**config.mk**
```make
export PLATFORM = sky130hd
export DESIGN_NAME = sram_like_bus_arbiter
export DESIGN_NICKNAME = d
export VERILOG_FILES = /design/src/rtl/sram_like_bus_arbiter.sv
export SDC_FILE = /design/constraint.sdc
export NUM_CORES = 1
export LEC_CHECK = 0
export BUFFER_PORTS_ARGS = -buffer_cell sky130_fd_sc_hd__buf_2
export CAP_MARGIN = 20
export CORE_AREA = 2 2 126 128
export DETAILED_ROUTE_END_ITERATION = 7
export DIE_AREA = 0 0 128 130
export PLACE_DENSITY = 0.43
export SLEW_MARGIN = 15
export SYNTH_ARGS = -nofsm -noshare
export SYNTH_HDL_FRONTEND = slang
export SYNTH_HIERARCHICAL = 1
export SYNTH_SLANG_ARGS = --single-unit
```
**constraint.sdc**
```tcl
create_clock -name clk -period 2.1 [get_ports clk]
set_input_delay 0.21 -clock clk [delete_from_list [all_inputs] [get_ports clk]]
set_output_delay 0.21 -clock clk [all_outputs]
set_load 0.01 [all_outputs]
```
**src/rtl/sram_like_bus_arbiter.sv**
```systemverilog
// Two-port (fetch/mem) arbiter onto one SRAM-like slave, with an in-order owner FIFO for response routing.
// Latency: 0-cycle request/response pass-through; backpressure: slave addr_ok stall locks the grant, MAX_OUT caps issue.

module sram_like_bus_fifo #(
  parameter int W     = 1,
  parameter int DEPTH = 2
) (
  input  logic                         clk,
  input  logic                         reset,
  input  logic                         push_i,
  input  logic [W-1:0]                 push_dat_i,
  input  logic                         pop_i,
  output logic [W-1:0]                 pop_dat_o,
  output logic [$clog2(DEPTH+1)-1:0]   count_o,
  output logic                         empty_o
);
  localparam int PW = (DEPTH > 1) ? $clog2(DEPTH) : 1;
  localparam int CW = $clog2(DEPTH + 1);

  logic [W-1:0]  mem_q [DEPTH];
  logic [PW-1:0] wr_ptr_q, rd_ptr_q;
  logic [CW-1:0] count_q;

  // Pointers wrap modulo DEPTH so non-power-of-two depths work.
  function automatic logic [PW-1:0] bump(input logic [PW-1:0] p);
    return (p == PW'(DEPTH - 1)) ? '0 : p + PW'(1);
  endfunction

  always_ff @(posedge clk or posedge reset) begin
    if (reset) begin
      wr_ptr_q <= '0;
      rd_ptr_q <= '0;
      count_q  <= '0;
    end else begin
      if (push_i) wr_ptr_q <= bump(wr_ptr_q);
      if (pop_i)  rd_ptr_q <= bump(rd_ptr_q);
      case ({push_i, pop_i})
        2'b10:   count_q <= count_q + CW'(1);
        2'b01:   count_q <= count_q - CW'(1);
        default: count_q <= count_q;
      endcase
    end
  end

  always_ff @(posedge clk) begin
    if (push_i) mem_q[wr_ptr_q] <= push_dat_i;
  end

  assign pop_dat_o = mem_q[rd_ptr_q];
  assign count_o   = count_q;
  assign empty_o   = (count_q == '0);
endmodule

module sram_like_bus_arbiter #(
  parameter int MAX_OUT     = 2,
  parameter int DATA_STREAK = 4
) (
  input  logic        clk,
  input  logic        reset,
  input  logic        inst_req,
  input  logic        inst_wr,
  input  logic [1:0]  inst_size,
  input  logic [3:0]  inst_wstrb,
  input  logic [31:0] inst_addr,
  input  logic [31:0] inst_wdata,
  output logic        inst_addr_ok,
  output logic [31:0] inst_rdata,
  output logic        inst_data_ok,
  input  logic        data_req,
  input  logic        data_wr,
  input  logic [1:0]  data_size,
  input  logic [3:0]  data_wstrb,
  input  logic [31:0] data_addr,
  input  logic [31:0] data_wdata,
  output logic        data_addr_ok,
  output logic [31:0] data_rdata,
  output logic        data_data_ok,
  output logic        mem_req,
  output logic        mem_wr,
  output logic [1:0]  mem_size,
  output logic [3:0]  mem_wstrb,
  output logic [31:0] mem_addr,
  output logic [31:0] mem_wdata,
  input  logic        mem_addr_ok,
  input  logic [31:0] mem_rdata,
  input  logic        mem_data_ok,
  output logic        err_spurious
);
  localparam int CW = $clog2(MAX_OUT + 1);
  localparam int SW = $clog2(DATA_STREAK + 1);

  typedef enum logic {UNLOCKED, LOCKED} lock_e;

  lock_e         state_q, state_d;
  logic          owner_q, owner_d;   // 1 = data port
  logic [SW-1:0] streak_q, streak_d;
  logic          err_q, err_d;

  logic          sel_data, sel_req, can_issue, fire, pop, head_tag, fifo_empty;
  logic [CW-1:0] fifo_count;

  always_comb begin
    sel_data  = 1'b1;
    if (state_q == LOCKED) sel_data = owner_q;
    else sel_data = (data_req && !(inst_req && (streak_q >= SW'(DATA_STREAK)))) || !inst_req;
    sel_req   = sel_data ? data_req : inst_req;
    can_issue = (fifo_count < CW'(MAX_OUT));
    mem_req   = can_issue & sel_req & ~reset;
    fire      = mem_req & mem_addr_ok;
  end

  assign mem_wr       = sel_data ? data_wr    : inst_wr;
  assign mem_size     = sel_data ? data_size  : inst_size;
  assign mem_wstrb    = sel_data ? data_wstrb : inst_wstrb;
  assign mem_addr     = sel_data ? data_addr  : inst_addr;
  assign mem_wdata    = sel_data ? data_wdata : inst_wdata;
  assign inst_addr_ok = fire & ~sel_data;
  assign data_addr_ok = fire & sel_data;

  always_comb begin
    state_d  = state_q;
    owner_d  = owner_q;
    streak_d = streak_q;
    case (state_q)
      UNLOCKED: if (mem_req && !mem_addr_ok) begin
        state_d = LOCKED;
        owner_d = sel_data;
      end
      LOCKED: if (fire || !sel_req) state_d = UNLOCKED;
      default: state_d = UNLOCKED;
    endcase
    if (!inst_req || (fire && !sel_data)) streak_d = '0;
    else if (fire && sel_data && (streak_q < SW'(DATA_STREAK))) streak_d = streak_q + SW'(1);
    err_d = err_q | (mem_data_ok & fifo_empty);
  end

  always_ff @(posedge clk or posedge reset) begin
    if (reset) begin
      state_q  <= UNLOCKED;
      owner_q  <= 1'b0;
      streak_q <= '0;
      err_q    <= 1'b0;
    end else begin
      state_q  <= state_d;
      owner_q  <= owner_d;
      streak_q <= streak_d;
      err_q    <= err_d;
    end
  end

  sram_like_bus_fifo #(.W(1), .DEPTH(MAX_OUT)) u_owner_fifo (
    .clk        (clk),
    .reset      (reset),
    .push_i     (fire),
    .push_dat_i (sel_data),
    .pop_i      (pop),
    .pop_dat_o  (head_tag),
    .count_o    (fifo_count),
    .empty_o    (fifo_empty)
  );

  // A response with nothing outstanding is dropped rather than routed.
  assign pop          = mem_data_ok & ~fifo_empty & ~reset;
  assign inst_data_ok = pop & ~head_tag;
  assign data_data_ok = pop & head_tag;
  assign inst_rdata   = mem_rdata;
  assign data_rdata   = mem_rdata;
  assign err_spurious = err_q;
endmodule

```
==> Word level (Yosys, flattened, before mapping) <==
Memory sizes are Yosys's and may differ from the RTL's.
Index checks and enable logic that the tools add are counted.
{ "word_totals": {"inputBits": 180, "output_inout_bits": 141, "mem_bits_rw": 2, "reg_bits": 10, "memories": 1} }
{ "classes": {"n_bitwise": 16, "n_addsub": 5, "n_mux": 17, "n_eq_ne": 2, "reduce_logical": 18, "magnitude_cmp": 3} }
{ "memory_table": {"columns": ["name", "depth", "width", "read_ports", "rd_ports_with_merged_regs", "wr", "line_no", "rtl"], "rows": [
  ["u_owner_fifo.mem_q", 2, 1, 1, 0, 1, "20", "logic [W-1:0] mem_q [DEPTH];"]
]} }
{ "ops": {"columns": ["op", "count"], "rows": [
  ["$mux W32", 2],
  ["$and A1 B1 Y1", 10],
  ["$mux W1", 9],
  ["$logic_and A1 B1 Y1", 6],
  ["$mux W3", 2],
  ["$logic_not A1 Y1", 5],
  ["$not A1 Y1", 5],
  ["$mux W4", 1],
  ["$pmux W2 S2", 1],
  ["$reduce_bool A2 Y1", 2],
  ["$add A3 B1 Y3 const B", 1],
  ["$ge A3 B3 Y1 const B", 1],
  ["$logic_or A1 B1 Y1", 3],
  ["$lt A3 B3 Y1 const B", 1],
  ["$add A1 B1 Y1 const B", 2],
  ["$add A2 B1 Y2 const B", 1],
  ["$eq A2 B1 Y1 const B", 1],
  ["$eq A2 B2 Y1 const B", 1],
  ["$logic_not A2 Y1", 1],
  ["$lt A2 B2 Y1 const B", 1],
  ["$mux W2", 1],
  ["$pmux W1 S2", 1],
  ["$reduce_and A2 Y1", 1],
  ["$sub A2 B1 Y2 const B", 1],
  ["$or A1 B1 Y1", 1]
]} }

==> Longest topological paths before layout <==
{ "logic_depth": {"depth_word": 14, "mapped_depth": 9, "depth_no_buf": 8} }

==> Hierarchy <==
Netlist, hierarchy kept.
{ "by_module_without_submodules": {"columns": ["module", "instances", "cells_each", "area_each_um2"], "rows": [
  ["sram_like_bus_arbiter", 1, 338, 1769.2],
  ["sram_like_bus_fifo", 1, 19, 252.7]
]} }

==> Worst setup path after synthesis <==
Ideal clock, no wire load.
{ "synth_timing": {"kind": "reg2reg", "start": "reg u_owner_fifo.count_q[1] (netlist: u_owner_fifo/count_o[1])", "end": "reg u_owner_fifo.count_q[1] (netlist: u_owner_fifo/count_o[1])", "stages_incl_launch_ff": 8, "setup_time_ns": 0.079, "path_buffers": 0, "t_required_ns": 2.021, "arrival_time_ns": 1.545, "setup_slack_ns": 0.476, "path_cell_list": "dfrtp_1 nor3b_2 o221ai_2 inv_1 inv_1 ha_1 nor2_1 xor2_1"} }
{ "synth_between": {"elab_chain_cells": 6, "word_cells_on_any_way": 14, "cone_classes": "add/sub: 2; order compare: 1; eq/ne: 2; mux: 1; bitwise: 6; reduce/logical: 2"} }
{ "synth_rtl": {"columns": ["item", "line_no", "rtl"], "rows": [
  ["from (decl)", "22", "logic [CW-1:0] count_q;"],
  ["from (signal assigned)", "38", "2'b10: count_q <= count_q + CW'(1);"],
  ["from (signal assigned)", "39", "2'b01: count_q <= count_q - CW'(1);"],
  ["from (signal assigned)", "40", "default: count_q <= count_q;"],
  ["$lt A2 B2 Y1 *", "107", "can_issue = (fifo_count < CW'(MAX_OUT));"],
  ["$and A1 B1 Y1 * (2 in series)", "108", "mem_req = can_issue & sel_req & ~reset;"],
  ["$and A1 B1 Y1 *", "109", "fire = mem_req & mem_addr_ok;"],
  ["via fire", "99", "logic sel_data, sel_req, can_issue, fire, pop, head_tag, fifo_empty;"],
  ["$eq A2 B1 Y1 / $eq A2 B2 Y1 (equally long branches)", "37", "case ({push_i, pop_i})"],
  ["$pmux W2 S2 / $reduce_bool A2 Y1 (equally long branches)", null, null]
]} }
Mark *: on every way through the listed nets, which the timed path passes. The rest lies on a longest branch.
A chain may end at the register's enable or synchronous reset.

==> Worst setup path in the final report <==
{ "layout_timing": {"start": "reg owner_q", "end": "out mem_wdata[24]"} }
{ "layout_between": {"elab_chain_cells": 2} }
{ "layout_rtl": {"columns": ["item", "line_no", "rtl"], "rows": [
  ["from (decl)", "95", "logic owner_q, owner_d;"],
  ["from (signal assigned)", "145", "owner_q <= owner_d;"],
  ["$mux W1", "104", "if (state_q == LOCKED) sel_data = owner_q;"],
  ["$mux W32", "116", "assign mem_wdata = sel_data ? data_wdata : inst_wdata;"],
  ["to (decl)", "83", "output logic [31:0] mem_wdata,"]
]} }
No other way between the ends.

==> out/metrics.csv <==
stage,metric,value,unit
critical_path,CP Buf/Inv Count,2,
finish,area of the multi-input gates,1120,µm²
critical_path,CP Launch Point,owner_q,
worst_hold_path,min-delay src,mem_data_ok,
pwr,worst vdd ir,0.382,mV
sta,final setup TNS,0,ps
yosys,largest cells by area after synthesis,"nand2_1 (40%), buf_4 (24%), dfrtp_1 (12%)",
placement,GPL Wtd Cong,0.689,
yosys,Avg Inst Size Synth,5.66,µm²
critical_path,Crit Path Class,flip-flop to output port,
placement,PortBufs,224,
critical_path,capturing point of the worst reg2reg path,u_owner_fifo/count_o[1],
critical_path,r2r setup slk,470,ps
critical_path,CP Data Arrival Time,1670,ps
cts,hold bufs inserted after CTS,1,
drt,Post-route DRC,0,
sta,RSZ-0062 raised after global routing,false,
critical_path,reg2reg path depth,8,
yosys,top-area cell type share of the netlist area,0.405,
pwr,PwrDens,1010,nW/µm²
floorplanning,Die Wd,128,µm
sta,"Slew Viols, Final",0,
cts,clk_lat worst skew,240,ps
finish,area added between synthesis and finish,48.8,%
yosys,"Distinct cells, synth",31,
yosys,Synthesis Warnings,6,
finish,final-layout fill cell count,1786,
floorplanning,Die Area,16600,µm²
finish,nets,696,
floorplanning,Die Height,130,µm
critical_path,CP Capture Point,mem_wdata[24],
cts,CTS root buf,clkbuf_16,
cts,clock buffer depth,2,
cts,CTS tree,done,
grt,grt ovf,0,
drt,final WL,8.17,mm
critical_path,CP Capture Type,output port,
grt,Total GRT Usage,0.0863,
drt,Vias/cell,3.62,
drt,drt first pass iters,4,
sta,# setup viols final,0,
critical_path,Stages on worst setup path,6,
finish,Reg area,310,µm²
sta,worst-margin pin slew,378,ps
yosys,post-synthesis cell area,2020,µm²
status,status,completed,
sta,final period utilization,0.896,
floorplanning,Core ar.,15400,µm²
yosys,post-synth top area cell,nand2_1,
finish,final core utilization,0.195,
critical_path,CP Max Fanout,33,
cts,Sink Count,12,
cts,CTS buffer count,3,
sta,Max Freq,0.531,GHz
cts,clk slew on worst S/H paths,40,ps
pwr,leakage power,1.90,nW
critical_path,"Slowest-stage cell, CP",dfrtp_1,
critical_path,crit-path max cell delay,440,ps
drt,Avg WL per Cell,11.6,µm
critical_path,CP required,1890,ps
grt,vias in the first global route,2266,
critical_path,"Cell Chain, Critical Path",nand2b_1 > o21ai_4 > buf_4 > nand2_1 > nand2_1 > buf_2,
sta,post-route minimum period,1880,ps
yosys,syn_nets,539,
grt,initial antenna violation count,2,
floorplanning,Initial Util,0.131,
grt,largest net degree at the start of global routing,45,
finish,layout cells sized above 1,0.470,
sta,relative slew slack,0.745,
worst_hold_path,type of the most critical hold path,input port to flip-flop,
sta,Fin. Hold Viols,0,
floorplanning,num rows,46,
critical_path,"most used cell, CP",nand2_1,
yosys,sequential area share after synthesis,0.153,
yosys,synthesized instance count,357,
cts,# resized after CTS,0,
grt,first-pass GRT wire length,11.4,mm
sta,Final Skew,1.62,ps
drt,via count,2559,
run,maxcap violations,0,
yosys,"FF+latch count, synth",12,
placement,Post-DP HPWL,6.86,mm
drt,Routed Antenna Nets,0,
drt,Starting DRT DRC Count,61,
critical_path,RR Startpoint,state_q,
critical_path,CP Launch Type,flip-flop,
cts,H-tree Lvls,1,
critical_path,Crit path max-delay family,buffers and inverters,
floorplanning,IO Pins,321,
cts,Setup Buffers After CTS,0,
flip-flops by register name, indices dropped and copies added, names as in the netlist:
| register | count |
|---|---|
| err_spurious | 1 |
| owner_q | 1 |
| state_q | 1 |
| streak_q | 3 |
| u_owner_fifo/count_o | 2 |
| u_owner_fifo/mem_q | 2 |
| u_owner_fifo/rd_ptr_q | 1 |
| u_owner_fifo/wr_ptr_q | 1 |
power by group:
group | internal, mW | switching [mW]
registers | 0.311 | 0.0582
clock network | 0.251 | 0.0986
logic | 0.959 | 1.37
total | 1.52 | 1.53
worst min path at each step:
stage	to	slack (ps)	cells past startpoint
global route	err_spurious	220	2
floorplan	u_owner_fifo/count_o[0]	-20	1
finish	err_spurious	210	2
detailed placement	u_owner_fifo/count_o[1]	170	2
CTS	err_spurious	210	2
global placement	u_owner_fifo/count_o[1]	180	2
stage by stage:
step | setup slack, ps | area, µm² | hold WS [ps] | cells | total power [mW]
floorplan | 476 | 2020 | -23.9 | 357 | 1.86
global placement | 471 | 2920 | 179 | 700 | 2.76
detailed placement | 437 | 2920 | 169 | 700 | 2.74
CTS | 176 | 3010 | 210 | 705 | 3.11
global route | 78.1 | 3010 | 221 | 706 | 3.41
finish | 218 | 3010 | 207 | 706 | 3.05
cell usage after synthesis:
| master | number |
|---|---|
| o22ai_1 | 3 |
| nand2b_1 | 3 |
| buf_6 | 2 |
| nor3b_2 | 1 |
| mux2_2 | 1 |
| clkbuf_1 | 2 |
| nor2b_1 | 2 |
| nor3_1 | 2 |
| a21oi_1 | 1 |
| nor3b_1 | 1 |
| o221ai_2 | 1 |
| o21ai_1 | 1 |
| o221a_1 | 1 |
| dfrtp_1 | 10 |
| a32o_1 | 1 |
| xnor2_1 | 2 |
| inv_1 | 5 |
| nand2_1 | 218 |
| a21o_1 | 1 |
| edfxtp_1 | 2 |
| buf_2 | 13 |
| xor2_1 | 3 |
| or2b_1 | 1 |
| a21boi_4 | 1 |
| nor4_1 | 1 |
| inv_2 | 1 |
| buf_4 | 64 |
| or3_1 | 1 |
| ha_1 | 2 |
| nor2_1 | 8 |
| and2_1 | 2 |
layout make-up:
class                           count  share of cell area
Timing Repair Buffer              233               0.408
Multi-Input combinational cell    258               0.374
Sequential cell                    12               0.103
Tap cell                          192              0.0799
Clock buffer                        3              0.0250
Inverter                            6             0.00749
Clock inverter                      1             0.00125
Antenna cell                        1            0.000832
kinds of logic (layout without fill, tap and decap cells):
kind of cell | after synthesis | after routing | share of synthesized area
AO/OA/AOI/OAI | 10 | 10 | 0.0452
other | 0 | 1 | 0
AND/OR/NAND/NOR | 240 | 240 | 0.466
buffers and inverters | 87 | 243 | 0.296
XOR/XNOR | 5 | 5 | 0.0217
adder cells (fa/ha/maj) | 2 | 2 | 0.0124
flip-flops | 12 | 12 | 0.153
multiplexers | 1 | 1 | 0.00557
cells in the final DEF, fill, tap and decap left out, types with 2 or more instances in the layout:
cell type  instances
clkbuf_16          3
xor2_1             3
nand2_1          218
buf_12             3
nor2_1             8
nor2b_1            2
dfrtp_1           10
buf_4              5
buf_2            224
nand2b_1           3
and2_1             2
ha_1               2
edfxtp_1           2
xnor2_1            2
inv_1              5
o22ai_1            3
nor3_1             2
per-layer routing:
layer  share of wire  GRT usage
met1            0.39     0.0934
met2            0.50      0.166
met3            0.10     0.0291
met4           0.010     0.0136
met5               0          0
No activity file was read; power rests on OpenSTA's default activity.
